### config.mk
export PLATFORM = sky130hd
export DESIGN_NAME = button_debouncer_flat
export DESIGN_NICKNAME = d
export VERILOG_FILES = /design/src/rtl/button_debouncer_pkg.sv /design/src/rtl/button_debouncer_if.sv /design/src/rtl/button_debouncer_channel.sv /design/src/rtl/button_debouncer.sv /design/src/flat_wrapper.sv
export SDC_FILE = /design/constraint.sdc
export NUM_CORES = 1
export LEC_CHECK = 0
export ABC_AREA = 1
export CAP_MARGIN = 20
export CORE_UTILIZATION = 45
export CTS_CLUSTER_DIAMETER = 60
export DETAILED_ROUTE_END_ITERATION = 16
export PLACE_DENSITY = 0.6
export SLEW_MARGIN = 5
export SYNTH_ARGS = -nofsm -noshare
export SYNTH_HDL_FRONTEND = slang
export SYNTH_SLANG_ARGS = --single-unit
### constraint.sdc
create_clock -name clk -period 9.4 [get_ports clk]
set_clock_uncertainty 0.05 [all_clocks]
set_input_delay 1.88 -clock clk [delete_from_list [all_inputs] [get_ports clk]]
set_output_delay 1.88 -clock clk [all_outputs]
set_load 0.01 [all_outputs]
### src/rtl/button_debouncer_pkg.sv
// Shared types and constants for the player-input debouncer: channel FSM states,
// button channel indices, default timing and the left/right cancel helper.
package button_debouncer_pkg;

    // Encoding keeps the stable level equal to state bit 1 (HELD and RELEASE_WAIT).
    typedef enum logic [1:0] {
        DB_IDLE         = 2'd0,
        DB_PRESS_WAIT   = 2'd1,
        DB_HELD         = 2'd2,
        DB_RELEASE_WAIT = 2'd3
    } db_state_t;

    localparam int CH_LEFT  = 0;
    localparam int CH_RIGHT = 1;
    localparam int CH_FIRE  = 2;
    localparam int CH_RESET = 3;
    localparam int NUM_BTN  = 4;

    localparam int DEF_DEBOUNCE_CYCLES    = 500000;
    localparam int DEF_CNT_W              = 19;
    localparam int DEF_FIRE_REPEAT_CYCLES = 12500000;

    // Returns {right, left}; holding both directions cancels both.
    function automatic logic [1:0] lr_cancel(input logic left_lvl, input logic right_lvl);
        return {right_lvl & ~left_lvl, left_lvl & ~right_lvl};
    endfunction

endpackage

### src/rtl/button_debouncer_if.sv
// Raw board buttons in, debounced d_* game-control signals out.
// master = debouncer (producer of d_*), slave = board/game side.
interface button_debouncer_if;
    logic btn_left;
    logic btn_right;
    logic btn_fire;
    logic btn_reset;
    logic d_left;
    logic d_right;
    logic d_fire;
    logic d_reset;

    modport master (
        input  btn_left, btn_right, btn_fire, btn_reset,
        output d_left, d_right, d_fire, d_reset
    );

    modport slave (
        output btn_left, btn_right, btn_fire, btn_reset,
        input  d_left, d_right, d_fire, d_reset
    );
endinterface

### src/rtl/button_debouncer_channel.sv
// One button: 2-FF synchronizer feeding a stable-count debounce FSM.
// rise_o flags the edge on which a press is accepted; held_o is 1 in HELD only.
module button_debouncer_channel
    import button_debouncer_pkg::*;
#(
    parameter int DEBOUNCE_CYCLES = DEF_DEBOUNCE_CYCLES,
    parameter int CNT_W           = DEF_CNT_W
) (
    input  logic clk,
    input  logic rst,
    input  logic btn_i,
    output logic stable_o,
    output logic rise_o,
    output logic held_o
);
    localparam logic [CNT_W-1:0] CNT_LAST = CNT_W'(DEBOUNCE_CYCLES - 1);
    localparam logic [CNT_W-1:0] CNT_ONE  = CNT_W'(1);

    logic [1:0]       sync_q;
    logic             sync_s;
    db_state_t        state_q;
    logic [CNT_W-1:0] cnt_q;

    // Two-stage synchronizer for the asynchronous button.
    always_ff @(posedge clk or posedge rst) begin
        if (rst) begin
            sync_q <= 2'b00;
        end else begin
            sync_q <= {sync_q[0], btn_i};
        end
    end

    assign sync_s = sync_q[1];

    // Debounce FSM; the counter only runs in the *_WAIT states, so it never wraps.
    always_ff @(posedge clk or posedge rst) begin
        if (rst) begin
            state_q <= DB_IDLE;
            cnt_q   <= '0;
        end else begin
            case (state_q)
                DB_IDLE: begin
                    if (sync_s) begin
                        state_q <= DB_PRESS_WAIT;
                        cnt_q   <= CNT_ONE;
                    end
                end
                DB_PRESS_WAIT: begin
                    if (!sync_s) begin
                        state_q <= DB_IDLE;
                        cnt_q   <= '0;
                    end else if (cnt_q == CNT_LAST) begin
                        state_q <= DB_HELD;
                        cnt_q   <= '0;
                    end else begin
                        cnt_q <= cnt_q + CNT_ONE;
                    end
                end
                DB_HELD: begin
                    if (!sync_s) begin
                        state_q <= DB_RELEASE_WAIT;
                        cnt_q   <= CNT_ONE;
                    end
                end
                DB_RELEASE_WAIT: begin
                    if (sync_s) begin
                        state_q <= DB_HELD;
                        cnt_q   <= '0;
                    end else if (cnt_q == CNT_LAST) begin
                        state_q <= DB_IDLE;
                        cnt_q   <= '0;
                    end else begin
                        cnt_q <= cnt_q + CNT_ONE;
                    end
                end
                default: begin
                    state_q <= DB_IDLE;
                    cnt_q   <= '0;
                end
            endcase
        end
    end

    assign stable_o = state_q[1];
    assign held_o   = (state_q == DB_HELD);
    assign rise_o   = (state_q == DB_PRESS_WAIT) && sync_s && (cnt_q == CNT_LAST);

endmodule

### src/rtl/button_debouncer.sv
// Player-input front end: four debounced channels, left/right cancel and the fire pulse.
// Optional macro FIRE_AUTOREPEAT_EN adds a repeat counter that re-fires while fire is held.
module button_debouncer
    import button_debouncer_pkg::*;
#(
    parameter int DEBOUNCE_CYCLES    = DEF_DEBOUNCE_CYCLES,
    parameter int CNT_W              = DEF_CNT_W,
    parameter int FIRE_REPEAT_CYCLES = DEF_FIRE_REPEAT_CYCLES
) (
    input  logic                clk,
    input  logic                rst,
    button_debouncer_if.master  bus
);
    logic [NUM_BTN-1:0] raw_s;
    logic [NUM_BTN-1:0] stable_s;
    logic [NUM_BTN-1:0] rise_s;
    logic [NUM_BTN-1:0] held_s;
    logic               fire_q;
    logic               unused_s;

    assign raw_s[CH_LEFT]  = bus.btn_left;
    assign raw_s[CH_RIGHT] = bus.btn_right;
    assign raw_s[CH_FIRE]  = bus.btn_fire;
    assign raw_s[CH_RESET] = bus.btn_reset;

    for (genvar g = 0; g < NUM_BTN; g++) begin : g_ch
        button_debouncer_channel #(
            .DEBOUNCE_CYCLES (DEBOUNCE_CYCLES),
            .CNT_W           (CNT_W)
        ) u_ch (
            .clk      (clk),
            .rst      (rst),
            .btn_i    (raw_s[g]),
            .stable_o (stable_s[g]),
            .rise_o   (rise_s[g]),
            .held_o   (held_s[g])
        );
    end

`ifdef FIRE_AUTOREPEAT_EN
    localparam int               REP_W    = $clog2(FIRE_REPEAT_CYCLES + 1);
    localparam logic [REP_W-1:0] REP_LAST = REP_W'(FIRE_REPEAT_CYCLES - 1);
    localparam logic [REP_W-1:0] REP_ONE  = REP_W'(1);

    logic [REP_W-1:0] rep_q;

    // Fire pulse on acceptance, then every FIRE_REPEAT_CYCLES in HELD; frozen in RELEASE_WAIT.
    always_ff @(posedge clk or posedge rst) begin
        if (rst) begin
            fire_q <= 1'b0;
            rep_q  <= '0;
        end else begin
            fire_q <= rise_s[CH_FIRE];
            if (held_s[CH_FIRE]) begin
                if (rep_q == REP_LAST) begin
                    rep_q  <= '0;
                    fire_q <= 1'b1;
                end else begin
                    rep_q <= rep_q + REP_ONE;
                end
            end else if (!stable_s[CH_FIRE]) begin
                rep_q <= '0;
            end else begin
                rep_q <= rep_q;
            end
        end
    end

    assign unused_s = ^{rise_s[CH_LEFT], rise_s[CH_RIGHT], rise_s[CH_RESET],
                        held_s[CH_LEFT], held_s[CH_RIGHT], held_s[CH_RESET]};
`else
    localparam int unused_fire_repeat_cycles = FIRE_REPEAT_CYCLES;

    // One registered fire pulse per accepted press.
    always_ff @(posedge clk or posedge rst) begin
        if (rst) begin
            fire_q <= 1'b0;
        end else begin
            fire_q <= rise_s[CH_FIRE];
        end
    end

    assign unused_s = ^{rise_s[CH_LEFT], rise_s[CH_RIGHT], rise_s[CH_RESET], held_s};
`endif

    assign {bus.d_right, bus.d_left} = lr_cancel(stable_s[CH_LEFT], stable_s[CH_RIGHT]);
    assign bus.d_fire  = fire_q;
    assign bus.d_reset = stable_s[CH_RESET];

endmodule

### src/flat_wrapper.sv
// flat-port wrapper written by rule: the top's interface ports become plain ports
module button_debouncer_flat import button_debouncer_pkg::*;
#(
    parameter int DEBOUNCE_CYCLES    = DEF_DEBOUNCE_CYCLES,
    parameter int CNT_W              = DEF_CNT_W,
    parameter int FIRE_REPEAT_CYCLES = DEF_FIRE_REPEAT_CYCLES
)
  (clk, rst, bus_btn_left, bus_btn_right, bus_btn_fire, bus_btn_reset, bus_d_left, bus_d_right, bus_d_fire, bus_d_reset);
  button_debouncer_if bus_i ();
  input  logic clk;
  input  logic rst;
  input wire logic [$bits(bus_i.btn_left)-1:0] bus_btn_left;
  input wire logic [$bits(bus_i.btn_right)-1:0] bus_btn_right;
  input wire logic [$bits(bus_i.btn_fire)-1:0] bus_btn_fire;
  input wire logic [$bits(bus_i.btn_reset)-1:0] bus_btn_reset;
  output wire logic [$bits(bus_i.d_left)-1:0] bus_d_left;
  output wire logic [$bits(bus_i.d_right)-1:0] bus_d_right;
  output wire logic [$bits(bus_i.d_fire)-1:0] bus_d_fire;
  output wire logic [$bits(bus_i.d_reset)-1:0] bus_d_reset;
  assign bus_i.btn_left = bus_btn_left;
  assign bus_i.btn_right = bus_btn_right;
  assign bus_i.btn_fire = bus_btn_fire;
  assign bus_i.btn_reset = bus_btn_reset;
  assign bus_d_left = bus_i.d_left;
  assign bus_d_right = bus_i.d_right;
  assign bus_d_fire = bus_i.d_fire;
  assign bus_d_reset = bus_i.d_reset;
  button_debouncer #(.DEBOUNCE_CYCLES(DEBOUNCE_CYCLES), .CNT_W(CNT_W), .FIRE_REPEAT_CYCLES(FIRE_REPEAT_CYCLES)) u_core (.clk(clk), .rst(rst), .bus(bus_i));
endmodule
==> results.md <==
* Status: complete, no violations
* Drt pass-1 iters at 5
* Vias per cell at 5.23
* Site Rows at 39
* Fin. Hold Viols at 0
* Layout cell share with drive strength beyond 1 at 7.58%
* Number of remaining DRC errors at 0
* PwrDens at 189 nW/um^2
* RSZ-0062 raised after global routing: no
* Routed len/inst at 13.0 microns
* Synthesis-to-finish area growth at 9.89%
* Die height at 112 microns
* Clk slew on worst S/H paths at 70 ps
* Core region area at 11600 sq um
* Mapped Cells at 748
* Final worst slack at 6010 ps
* Delay-heaviest family, CP: buffers and inverters
* Full die area at 12500 sq um
* Worst VDD drop at 134 uV
* Initial antenna violation count at 0
* Clk_lat worst skew at 350 ps
* Critical path fanouts, max at 6
* Critical path's slowest cell: clkdlybuf4s50_1
* Syn_area_per_cell at 7.25 sq um
* Max clock buf depth at 2
* Share of the synthesized area in the top cell type at 42.9%
* CTS tree: built
* CP max stage delay at 540 ps
* Vias in the first global route at 4563
* Yosys warns at 0
* Initial Utilization at 46.9%
* Worst path bufs/invs at 2
* Dominant cell type by area after synthesis: dfrtp_1
* Yosys cell types at 39
* Max frequency at 295 MHz
* Netlist Area Pre-Place at 5430 sq um
* Register area at 2330 sq um
* GPL Wtd Cong at 0.858
* First-pass GRT wire length at 20900 microns
* I/O pins at 10
* WP data arrival at 1460 ps
* CP Class: reg2out
* DR iter-0 viols at 304
* Final Cycle Share at 36.1%
* Number of diodes at 0
* Num CTS Buffers at 9
* Syn nets at 758
* Total power at 1130 uW
* PortBufs at 9
* Worst slew margin at 44.0%
* CTS Root Cell: clkbuf_16
* H-tree levels at 3
* Largest net degree at the start of global routing at 66
* Setup_tns at 0 ps
* Filler cell count at 1126
* Post-CTS Setup Bufs at 0
* HPWL after DPL at 8300 microns
* Nets at 770
* Horiz. Die Dim at 112 microns
* DRT Wirelength at 11800 microns
* CTS Hold Bufs at 0
* Crit end category: output port
* Startpoint types: flop
* Register area share after synthesis at 42.9%
* Clk sink count at 93
* Dpl ws at 5840 ps
* Fin crit period at 3390 ps
* Post-CTS sizing at 0
* # setup viols final at 0
* Cell Chain, Critical Path: inv_1, nor2_1, clkdlybuf4s50_1
* LEAKAGE at 0.00265 uW
* ANT nets after route at 0
* Grt ovf at 0
* Number of max-cap violations at 0
* Slew Limit Fails at 0
* Multi-input gate area at 2710 sq um
* Total number of vias at 4750
* CP required at 7470 ps
* Yosys reg bits at 93
* Total global-route track usage at 20.8%
* Worst hold path type: reg2reg
* Top post-synthesis cells by area: dfrtp_1 43%, nand2_1 16%, nor2_1 6.3%
* Worst Tran Pin Value at 840 ps
Yosys cell counts (all sizes together):
master  count
nand4      23
or2         4
dfrtp      93
a31oi       1
a21boi      2
nand3b      1
o21bai      4
nor2      107
nor3        5
clkinv      1
buf         8
xnor2       7
a21oi      11
xor2       20
a21o        3
clkbuf      2
nor2b       1
o21ai      38
and2        1
inv        87
nand3      72
nand2     236
o22ai      17
ha          4
kinds of logic (layout without fill, tap and decap cells):
kind of cell    count (synthesis)  after routing  synth area share, %
compound gates                 76             76                 8.05
fa+ha+maj                       4              4                0.922
xor+xnor                       27             27                 4.36
buf+inv                        98            115                 7.19
simple gates                  450            450                 36.6
flops                          93             93                 42.9
registers in the layout, indices dropped and copies added (netlist names), named ones only:
name,count
u_core.g_ch.u_ch.state_q,4
u_core.bus.d_fire,1
u_core.g_ch.u_ch.sync_q,8
u_core.g_ch.u_ch.cnt_q,76
power by group:
part           switching (uW)  internal, uW  leakage (uW)  total, uW
Clock                     165           214      0.000146        379
Sequential               36.1           436       0.00126        472
Combinational             195          82.9       0.00125        278
Total                     395           733       0.00265       1130
metal layers:
metal	share of wire [%]	track usage (%)
met4	2.0	9.46
met3	3.2	2.83
met2	47	33.9
met1	48	27.5
met5	0	0
path summary, 6_finish.rpt:
| kind | start | end | slack, ps | cells after the start |
|---|---|---|---|---|
| min in group asynchronous | rst | u_core.g_ch[0].u_ch.sync_q[0] | 1800 | 2 |
| max | flop | bus_d_left | 6010 | 3 |
| max reg2reg | u_core.g_ch[2].u_ch.sync_q[1] | u_core.g_ch[2].u_ch.cnt_q[0] | 7400 | 6 |
| min | u_core.g_ch[3].u_ch.sync_q[0] | u_core.g_ch[3].u_ch.sync_q[1] | 300 | 0 |
| min reg2reg | u_core.g_ch[3].u_ch.sync_q[0] | u_core.g_ch[3].u_ch.sync_q[1] | 300 | 0 |
| max in group asynchronous | rst | u_core.g_ch[0].u_ch.cnt_q[16] | 6340 | 3 |
layout by cell type, fill, tap and decap left out, types with 7 or more instances in the layout:
| master | netlist | routed |
|---|---|---|
| clkdlybuf4s50_1 | 0 | 9 |
| o21ai_0 | 29 | 29 |
| nor2_2 | 13 | 13 |
| nand3_1 | 67 | 67 |
| inv_1 | 81 | 80 |
| xnor2_1 | 7 | 7 |
| o21ai_1 | 7 | 7 |
| nand4_1 | 23 | 23 |
| dfrtp_1 | 93 | 93 |
| nor2_1 | 91 | 91 |
| a21oi_1 | 11 | 11 |
| o22ai_1 | 17 | 17 |
| clkbuf_16 | 0 | 9 |
| xor2_1 | 20 | 20 |
| nand2_1 | 228 | 228 |
metrics by stage:
step / util (%) / hold WS [ps] / instance area [sq um] / std cells
after detailed placement: 48.9 / 285 / 5650 / 891
after floorplan: - / 281 / 5430 / 748
final: 51.6 / 300 / 5960 / 908
after global routing: 51.6 / 320 / 5960 / 908
after global placement: 48.9 / 281 / 5650 / 891
after CTS: 51.5 / 301 / 5960 / 907
area by class of cell:
type | count | area share (%)
repair buffers | 11 | 1.76
clock inverters | 5 | 1.01
flip-flops and latches | 93 | 39.0
well taps | 143 | 3.00
inverters | 88 | 5.71
multi-input cells | 557 | 45.4
clock buffers | 11 | 4.07
worst register-to-register path, stage by stage (launching register included):
cell and delay (ps):
dfrtp_1 400, nand2_1 110, nand2_1 60, nor2_1 630
inv_1 370, a21oi_1 220, nor2_1 60
No activity file was read; power rests on OpenSTA's default activity.
